File: src/rtl/instruction_fetch_unit_if.sv
// Control, instruction-memory and IF/ID signals between the fetch unit and its surroundings.
// The fetch unit connects through the slave modport; its environment uses the master modport.
interface instruction_fetch_unit_if;
  logic        Start;
  logic        Halt;
  logic        Stall;
  logic        Redirect;
  logic [31:0] Target;
  logic [31:0] IMemAddr;
  logic [31:0] IMemData;
  logic        IMemWen;
  logic [31:0] IfId_Instr;
  logic [31:0] IfId_PcPlus4;
  logic        IfId_Valid;
  logic [31:0] PC;
  logic [31:0] FetchCount;
  logic [1:0]  State;

  modport master (
    output Start, Halt, Stall, Redirect, Target, IMemData,
    input  IMemAddr, IMemWen, IfId_Instr, IfId_PcPlus4, IfId_Valid, PC, FetchCount, State
  );

  modport slave (
    input  Start, Halt, Stall, Redirect, Target, IMemData,
    output IMemAddr, IMemWen, IfId_Instr, IfId_PcPlus4, IfId_Valid, PC, FetchCount, State
  );
endinterface

File: src/rtl/instruction_fetch_unit.sv
// Single-issue instruction fetch stage: PC register, IF/ID pipeline register and an
// IDLE/RUN/HALTED sequencer. Priority in RUN is Halt > Redirect > Stall > fetch.
module instruction_fetch_unit #(
  parameter logic [31:0] RESET_PC = 32'h0000_0000
) (
  input  logic                    Clk,
  input  logic                    Rst,
  instruction_fetch_unit_if.slave ifu
);

  typedef enum logic [1:0] {
    S_IDLE   = 2'b00,
    S_RUN    = 2'b01,
    S_HALTED = 2'b10,
    S_BAD    = 2'b11
  } state_t;

  localparam logic [31:0] PC_INIT = {RESET_PC[31:2], 2'b00};

  state_t      state_q, state_d;
  logic [31:0] pc_q, pc_d;
  logic [31:0] instr_q, instr_d;
  logic [31:0] pcp4_q, pcp4_d;
  logic [31:0] count_q, count_d;
  logic        valid_q, valid_d;
  logic        do_fetch, do_redirect, do_halt, clr_valid;
  logic [31:0] pc_plus4;

  // Wraps modulo 2^32 by construction.
  assign pc_plus4 = pc_q + 32'd4;

  always_ff @(posedge Clk or posedge Rst) begin
    if (Rst) state_q <= S_IDLE;
    else     state_q <= state_d;
  end

  always_comb begin
    state_d = state_q;
    case (state_q)
      S_IDLE:   if (ifu.Start) state_d = S_RUN;
      S_RUN:    if (ifu.Halt)  state_d = S_HALTED;
      S_HALTED: state_d = S_HALTED;
      default:  state_d = S_IDLE;
    endcase
  end

  always_comb begin
    do_fetch    = 1'b0;
    do_redirect = 1'b0;
    do_halt     = 1'b0;
    clr_valid   = 1'b0;
    case (state_q)
      S_IDLE: clr_valid = 1'b1;
      S_RUN: begin
        if (ifu.Halt)          do_halt     = 1'b1;
        else if (ifu.Redirect) do_redirect = 1'b1;
        else if (!ifu.Stall)   do_fetch    = 1'b1;
      end
      default: ;
    endcase
  end

  always_comb begin
    pc_d    = pc_q;
    instr_d = instr_q;
    pcp4_d  = pcp4_q;
    valid_d = valid_q;
    count_d = count_q;
    if (do_halt || clr_valid) begin
      valid_d = 1'b0;
      if (do_halt) instr_d = 32'd0;
    end
    if (do_redirect) begin
      pc_d    = {ifu.Target[31:2], 2'b00};
      instr_d = 32'd0;
      pcp4_d  = 32'd0;
      valid_d = 1'b0;
    end
    if (do_fetch) begin
      pc_d    = pc_plus4;
      instr_d = ifu.IMemData;
      pcp4_d  = pc_plus4;
      valid_d = 1'b1;
      if (count_q != 32'hFFFF_FFFF) count_d = count_q + 32'd1;
    end
  end

  always_ff @(posedge Clk or posedge Rst) begin
    if (Rst) begin
      pc_q    <= PC_INIT;
      instr_q <= 32'd0;
      pcp4_q  <= 32'd0;
      valid_q <= 1'b0;
      count_q <= 32'd0;
    end else begin
      pc_q    <= pc_d;
      instr_q <= instr_d;
      pcp4_q  <= pcp4_d;
      valid_q <= valid_d;
      count_q <= count_d;
    end
  end

  assign ifu.IMemAddr     = {2'b00, pc_q[31:2]};
  assign ifu.IMemWen      = 1'b0;
  assign ifu.IfId_Instr   = instr_q;
  assign ifu.IfId_PcPlus4 = pcp4_q;
  assign ifu.IfId_Valid   = valid_q;
  assign ifu.PC           = pc_q;
  assign ifu.FetchCount   = count_q;
  assign ifu.State        = state_q;

endmodule

File: src/flat_wrapper.sv
// flat-port wrapper written by rule: the top's interface ports become plain ports
module instruction_fetch_unit_flat 
#(
  parameter logic [31:0] RESET_PC = 32'h0000_0000
)
  (Clk, Rst, ifu_Start, ifu_Halt, ifu_Stall, ifu_Redirect, ifu_Target, ifu_IMemData, ifu_IMemAddr, ifu_IMemWen, ifu_IfId_Instr, ifu_IfId_PcPlus4, ifu_IfId_Valid, ifu_PC, ifu_FetchCount, ifu_State);
  instruction_fetch_unit_if ifu_i ();
  input  logic Clk;
  input  logic Rst;
  input wire logic [$bits(ifu_i.Start)-1:0] ifu_Start;
  input wire logic [$bits(ifu_i.Halt)-1:0] ifu_Halt;
  input wire logic [$bits(ifu_i.Stall)-1:0] ifu_Stall;
  input wire logic [$bits(ifu_i.Redirect)-1:0] ifu_Redirect;
  input wire logic [$bits(ifu_i.Target)-1:0] ifu_Target;
  input wire logic [$bits(ifu_i.IMemData)-1:0] ifu_IMemData;
  output wire logic [$bits(ifu_i.IMemAddr)-1:0] ifu_IMemAddr;
  output wire logic [$bits(ifu_i.IMemWen)-1:0] ifu_IMemWen;
  output wire logic [$bits(ifu_i.IfId_Instr)-1:0] ifu_IfId_Instr;
  output wire logic [$bits(ifu_i.IfId_PcPlus4)-1:0] ifu_IfId_PcPlus4;
  output wire logic [$bits(ifu_i.IfId_Valid)-1:0] ifu_IfId_Valid;
  output wire logic [$bits(ifu_i.PC)-1:0] ifu_PC;
  output wire logic [$bits(ifu_i.FetchCount)-1:0] ifu_FetchCount;
  output wire logic [$bits(ifu_i.State)-1:0] ifu_State;
  assign ifu_i.Start = ifu_Start;
  assign ifu_i.Halt = ifu_Halt;
  assign ifu_i.Stall = ifu_Stall;
  assign ifu_i.Redirect = ifu_Redirect;
  assign ifu_i.Target = ifu_Target;
  assign ifu_i.IMemData = ifu_IMemData;
  assign ifu_IMemAddr = ifu_i.IMemAddr;
  assign ifu_IMemWen = ifu_i.IMemWen;
  assign ifu_IfId_Instr = ifu_i.IfId_Instr;
  assign ifu_IfId_PcPlus4 = ifu_i.IfId_PcPlus4;
  assign ifu_IfId_Valid = ifu_i.IfId_Valid;
  assign ifu_PC = ifu_i.PC;
  assign ifu_FetchCount = ifu_i.FetchCount;
  assign ifu_State = ifu_i.State;
  instruction_fetch_unit #(.RESET_PC(RESET_PC)) u_core (.Clk(Clk), .Rst(Rst), .ifu(ifu_i));
endmodule
File: config.mk
export PLATFORM = sky130hd
export DESIGN_NAME = instruction_fetch_unit_flat
export DESIGN_NICKNAME = d
export VERILOG_FILES = /design/src/rtl/instruction_fetch_unit_if.sv /design/src/rtl/instruction_fetch_unit.sv /design/src/flat_wrapper.sv
export SDC_FILE = /design/constraint.sdc
export NUM_CORES = 1
export LEC_CHECK = 0
export CORE_MARGIN = 10
export CORE_UTILIZATION = 40
export CTS_CLUSTER_DIAMETER = 120
export DETAILED_ROUTE_END_ITERATION = 12
export GPL_TIMING_DRIVEN = 0
export PLACE_DENSITY = 0.85
export REMOVE_ABC_BUFFERS = 1
export SYNTH_ARGS = -nofsm -noshare
export SYNTH_HDL_FRONTEND = slang
export SYNTH_SLANG_ARGS = --single-unit
export TNS_END_PERCENT = 5
File: constraint.sdc
create_clock -name Clk -period 3.88 [get_ports Clk]
set_input_delay 0.776 -clock Clk [delete_from_list [all_inputs] [get_ports Clk]]
set_output_delay 0.776 -clock Clk [all_outputs]
set_load 0.005 [all_outputs]
==> flow_metrics.tcl <==
set metrics [dict create \
    outcome "finished clean" \
    dieArea_um2 20700 \
    syn-cell-area_um2 6130 \
    maxSlewViolCount 0 \
    cp_num_buf_inv 1 \
    io_pins 234 \
    cp-start-kind "primary input" \
    synth-edff-count 0 \
    drtIter0Drc 332 \
    fp-row-count 45 \
    avgRoutedWirePerCell_um 19.0 \
    power_mw 6.03 \
    netlist_instances 602 \
    critPathArrivalTime_ns 3.51 \
    worst_clock_skew_ns 0.00666 \
    crit-reg2reg-launch "u_core.ifu.State[1]" \
    rr_worst_depth 8 \
    clock_latency_ns 0.41 \
    gp_congestion 0.791 \
    dpl.hpwl_um 13700 \
    critPathKind "in -> reg" \
    cts.path.max_buffers 2 \
    yosysUniqueCellTypes 54 \
    htreeDepth 4 \
    hp-start "u_core.ifu.IfId_PcPlus4[17]" \
    clkSlewWorstSetupHoldPaths_ns 0.06 \
    area_growth_pct 47.5 \
    drt-pass1-iter-count 4 \
    reg2reg_slack_ns 0.99 \
    path_max_fanout 29 \
    chipHeight_um 144 \
    hold_path_depth 2 \
    cts_buffers 17 \
    grt_pass1_vias 5464 \
    pre_cts_ws_ns -0.611 \
    crit_path_cell_trace "dlymetal6s2s_1 -> or4b_4 -> or3_4 -> a311oi_4 -> nand4_1 -> xnor2_1" \
    holdPathEnd "u_core.ifu.IfId_PcPlus4[17]" \
    drive_above_1_share_pct 6.36 \
    async_flop_share_pct 100 \
    final_nets 864 \
    finalSetupViolCount 0 \
    worstMarginPinSlew_ns 1.10 \
    antenna_left 0 \
    ys_dominant_reg_cell "dfrtp_1" \
    groute.usage.overall_pct 18.2 \
    grt_pass1_wl_um 29700 \
    cpLargestDelayFamily "simple AND/OR/NAND/NOR gates" \
    portBuffers 224 \
    drc 0 \
    layout_setup_ws_ns 0.660 \
    core_area_um2 15100 \
    fin_util_pct 59.9 \
    hold_slack_ns 0.475 \
    cp_slowest_stage_delay_ns 0.89 \
    grt_max_degree 88 \
    hold_class "reg -> reg" \
    placed_area_um2 8380 \
    overflow 0 \
    cts_tree "built" \
    cp_slowest_cell "or4b_4" \
    hold_violations 0 \
    reg2reg_to "u_core.ifu.IfId_Instr[8]" \
    yosys_warnings 0 \
    start_util_pct 40.6 \
    clockRootBuffer "clkbuf_16" \
    yosysSeqAreaShare_pct 51.8 \
    routed_wl_um 18900 \
    peakVddDrop_mv 0.324 \
    finalCriticalPeriod_ns 3.22 \
    min_period_over_period_pct 83.0 \
    vias_per_cell 5.34 \
    rsz0062_at_grt "false" \
    cts_num_sinks 127 \
    relSlewSlack_pct 26.6 \
    p_leak_nw 3.81 \
    num_vias 5299 \
    antenna_found_initial 2 \
    ys_seq_elements 127 \
    cp-end-kind "register" \
    clock.fmax_mhz 311 \
    syn_avg_cell_area_um2 10.2 \
    drv_cap 0 \
    worstPathRequired_ns 4.17 \
    p_per_area_nw_per_um2 667 \
    die_w_um 144 \
    finalInstanceArea_um2 9040 \
]
==> layout make-up <==
class	instances	area, um2
fill	1221	6050
sequential	127	3180
multi-input combinational	400	2550
timing repair buffer	232	2370
clock buffer	24	502
tap	188	235
clock inverter	8	151
inverter	11	46.3
antenna	2	5.00
==> metal layers <==
| layer | up-vias | track usage, % | share of wire [%] |
|---|---|---|---|
| li1 | 2477 | - | - |
| met1 | 2608 | 21.0 | 39 |
| met2 | 190 | 29.4 | 48 |
| met3 | 24 | 7.85 | 10 |
| met4 | 0 | 7.04 | 2.0 |
| met5 | - | 0 | 0 |
==> how the worst max path moves through the flow <==
stage                 start                         to  slack, ns  cells after the start
6_report       ifu_Redirect  u_core.ifu.FetchCount[25]       0.66                      6
3_3_place_gp   ifu_Redirect           u_core.ifu.PC[5]      -2.85                      4
5_1_grt        ifu_Redirect  u_core.ifu.FetchCount[31]       0.54                      6
3_5_place_dp   ifu_Redirect  u_core.ifu.FetchCount[31]      -0.61                      6
2_1_floorplan           Rst   u_core.ifu.FetchCount[0]      -0.28                      1
4_1_cts        ifu_Redirect  u_core.ifu.FetchCount[31]       0.13                      6
==> worst reg2reg max path: stages (launching register included) <==
cell and delay (ns):
dfrtp_1 0.37, inv_1 0.12, ha_1 0.20, nor2b_1 0.69, nor3b_2 0.69, buf_6 0.24, buf_6 0.18, buf_8 0.17
a22o_1 0.16
==> state kept, by name, indices dropped and copies added, names as in the netlist <==
signal                   cells
u_core.ifu.IfId_Valid        1
u_core.ifu.IfId_Instr       32
u_core.ifu.PC               30
u_core.ifu.FetchCount       32
u_core.ifu.IfId_PcPlus4     30
u_core.ifu.State             2
==> power breakdown <==
part | total [mW] | switching (mW) | internal [mW]
Sequential | 2.18 | 0.456 | 1.72
Combinational | 2.12 | 0.798 | 1.32
Clock | 1.74 | 0.576 | 1.16
Total | 6.03 | 1.83 | 4.20
==> cell families after synthesis <==
kind of cell             after synthesis  synth area share [%]
XOR/XNOR                              55                  7.86
flip-flops                           127                  51.8
buffers and inverters                 81                  7.24
multiplexers                           3                 0.510
AO/OA/AOI/OAI                        142                  15.5
adder cells (fa/ha/maj)                5                  1.02
AND/OR/NAND/NOR                      188                  16.0
other                                  1                0.0612
==> through the flow <==
stage / TNS (ns) / cells
after floorplan: -41.02 / 538
after global placement: -436.90 / 950
final: 0 / 992
after global routing: 0 / 991
after detailed placement: -10.40 / 958
after CTS: 0 / 990
==> synth_stat cells, types with 18 or more instances <==
cell        n  area, um2
clkbuf_1   30        113
dfrtp_1   127       3180
nand3_1    26        130
o21ai_0    48        240
xnor2_1    37        324
a21oi_1    25        125
nand4_1    24        150
nor2_1     23       86.3
buf_4      37        278
xor2_1     18        158
nand2_1    57        214
a22o_1     32        280
and3_1     20        125
==> layout by cell type, fill, tap and decap left out, drive strengths merged, types with 3 or more instances in the layout <==
master	synthesis	layout
a21o	3	3
a21oi	25	25
a22o	32	32
a22oi	4	4
a31oi	3	3
a32oi	4	4
and2	5	5
and3	20	20
and4	7	7
buf	39	8
bufinv	0	4
clkbuf	31	24
clkdlybuf4s50	0	223
clkinvlp	0	3
conb	1	7
dfrtp	127	127
ha	5	5
inv	11	11
nand2	57	57
nand3	26	26
nand4	24	24
nor2	23	23
nor3	7	7
nor4	3	3
o21ai	49	49
o22ai	8	8
or3	3	3
xnor2	37	37
xor2	18	18
==> what timing repair did <==
action / 4_1_cts / 5_1_grt
setup buffers: 0 / 0
gates resized for setup: 1 / 1
hold buffers: 0 / 0
endpoints found under the setup margin: 14 / 8
(Power assumes the default switching activity.)
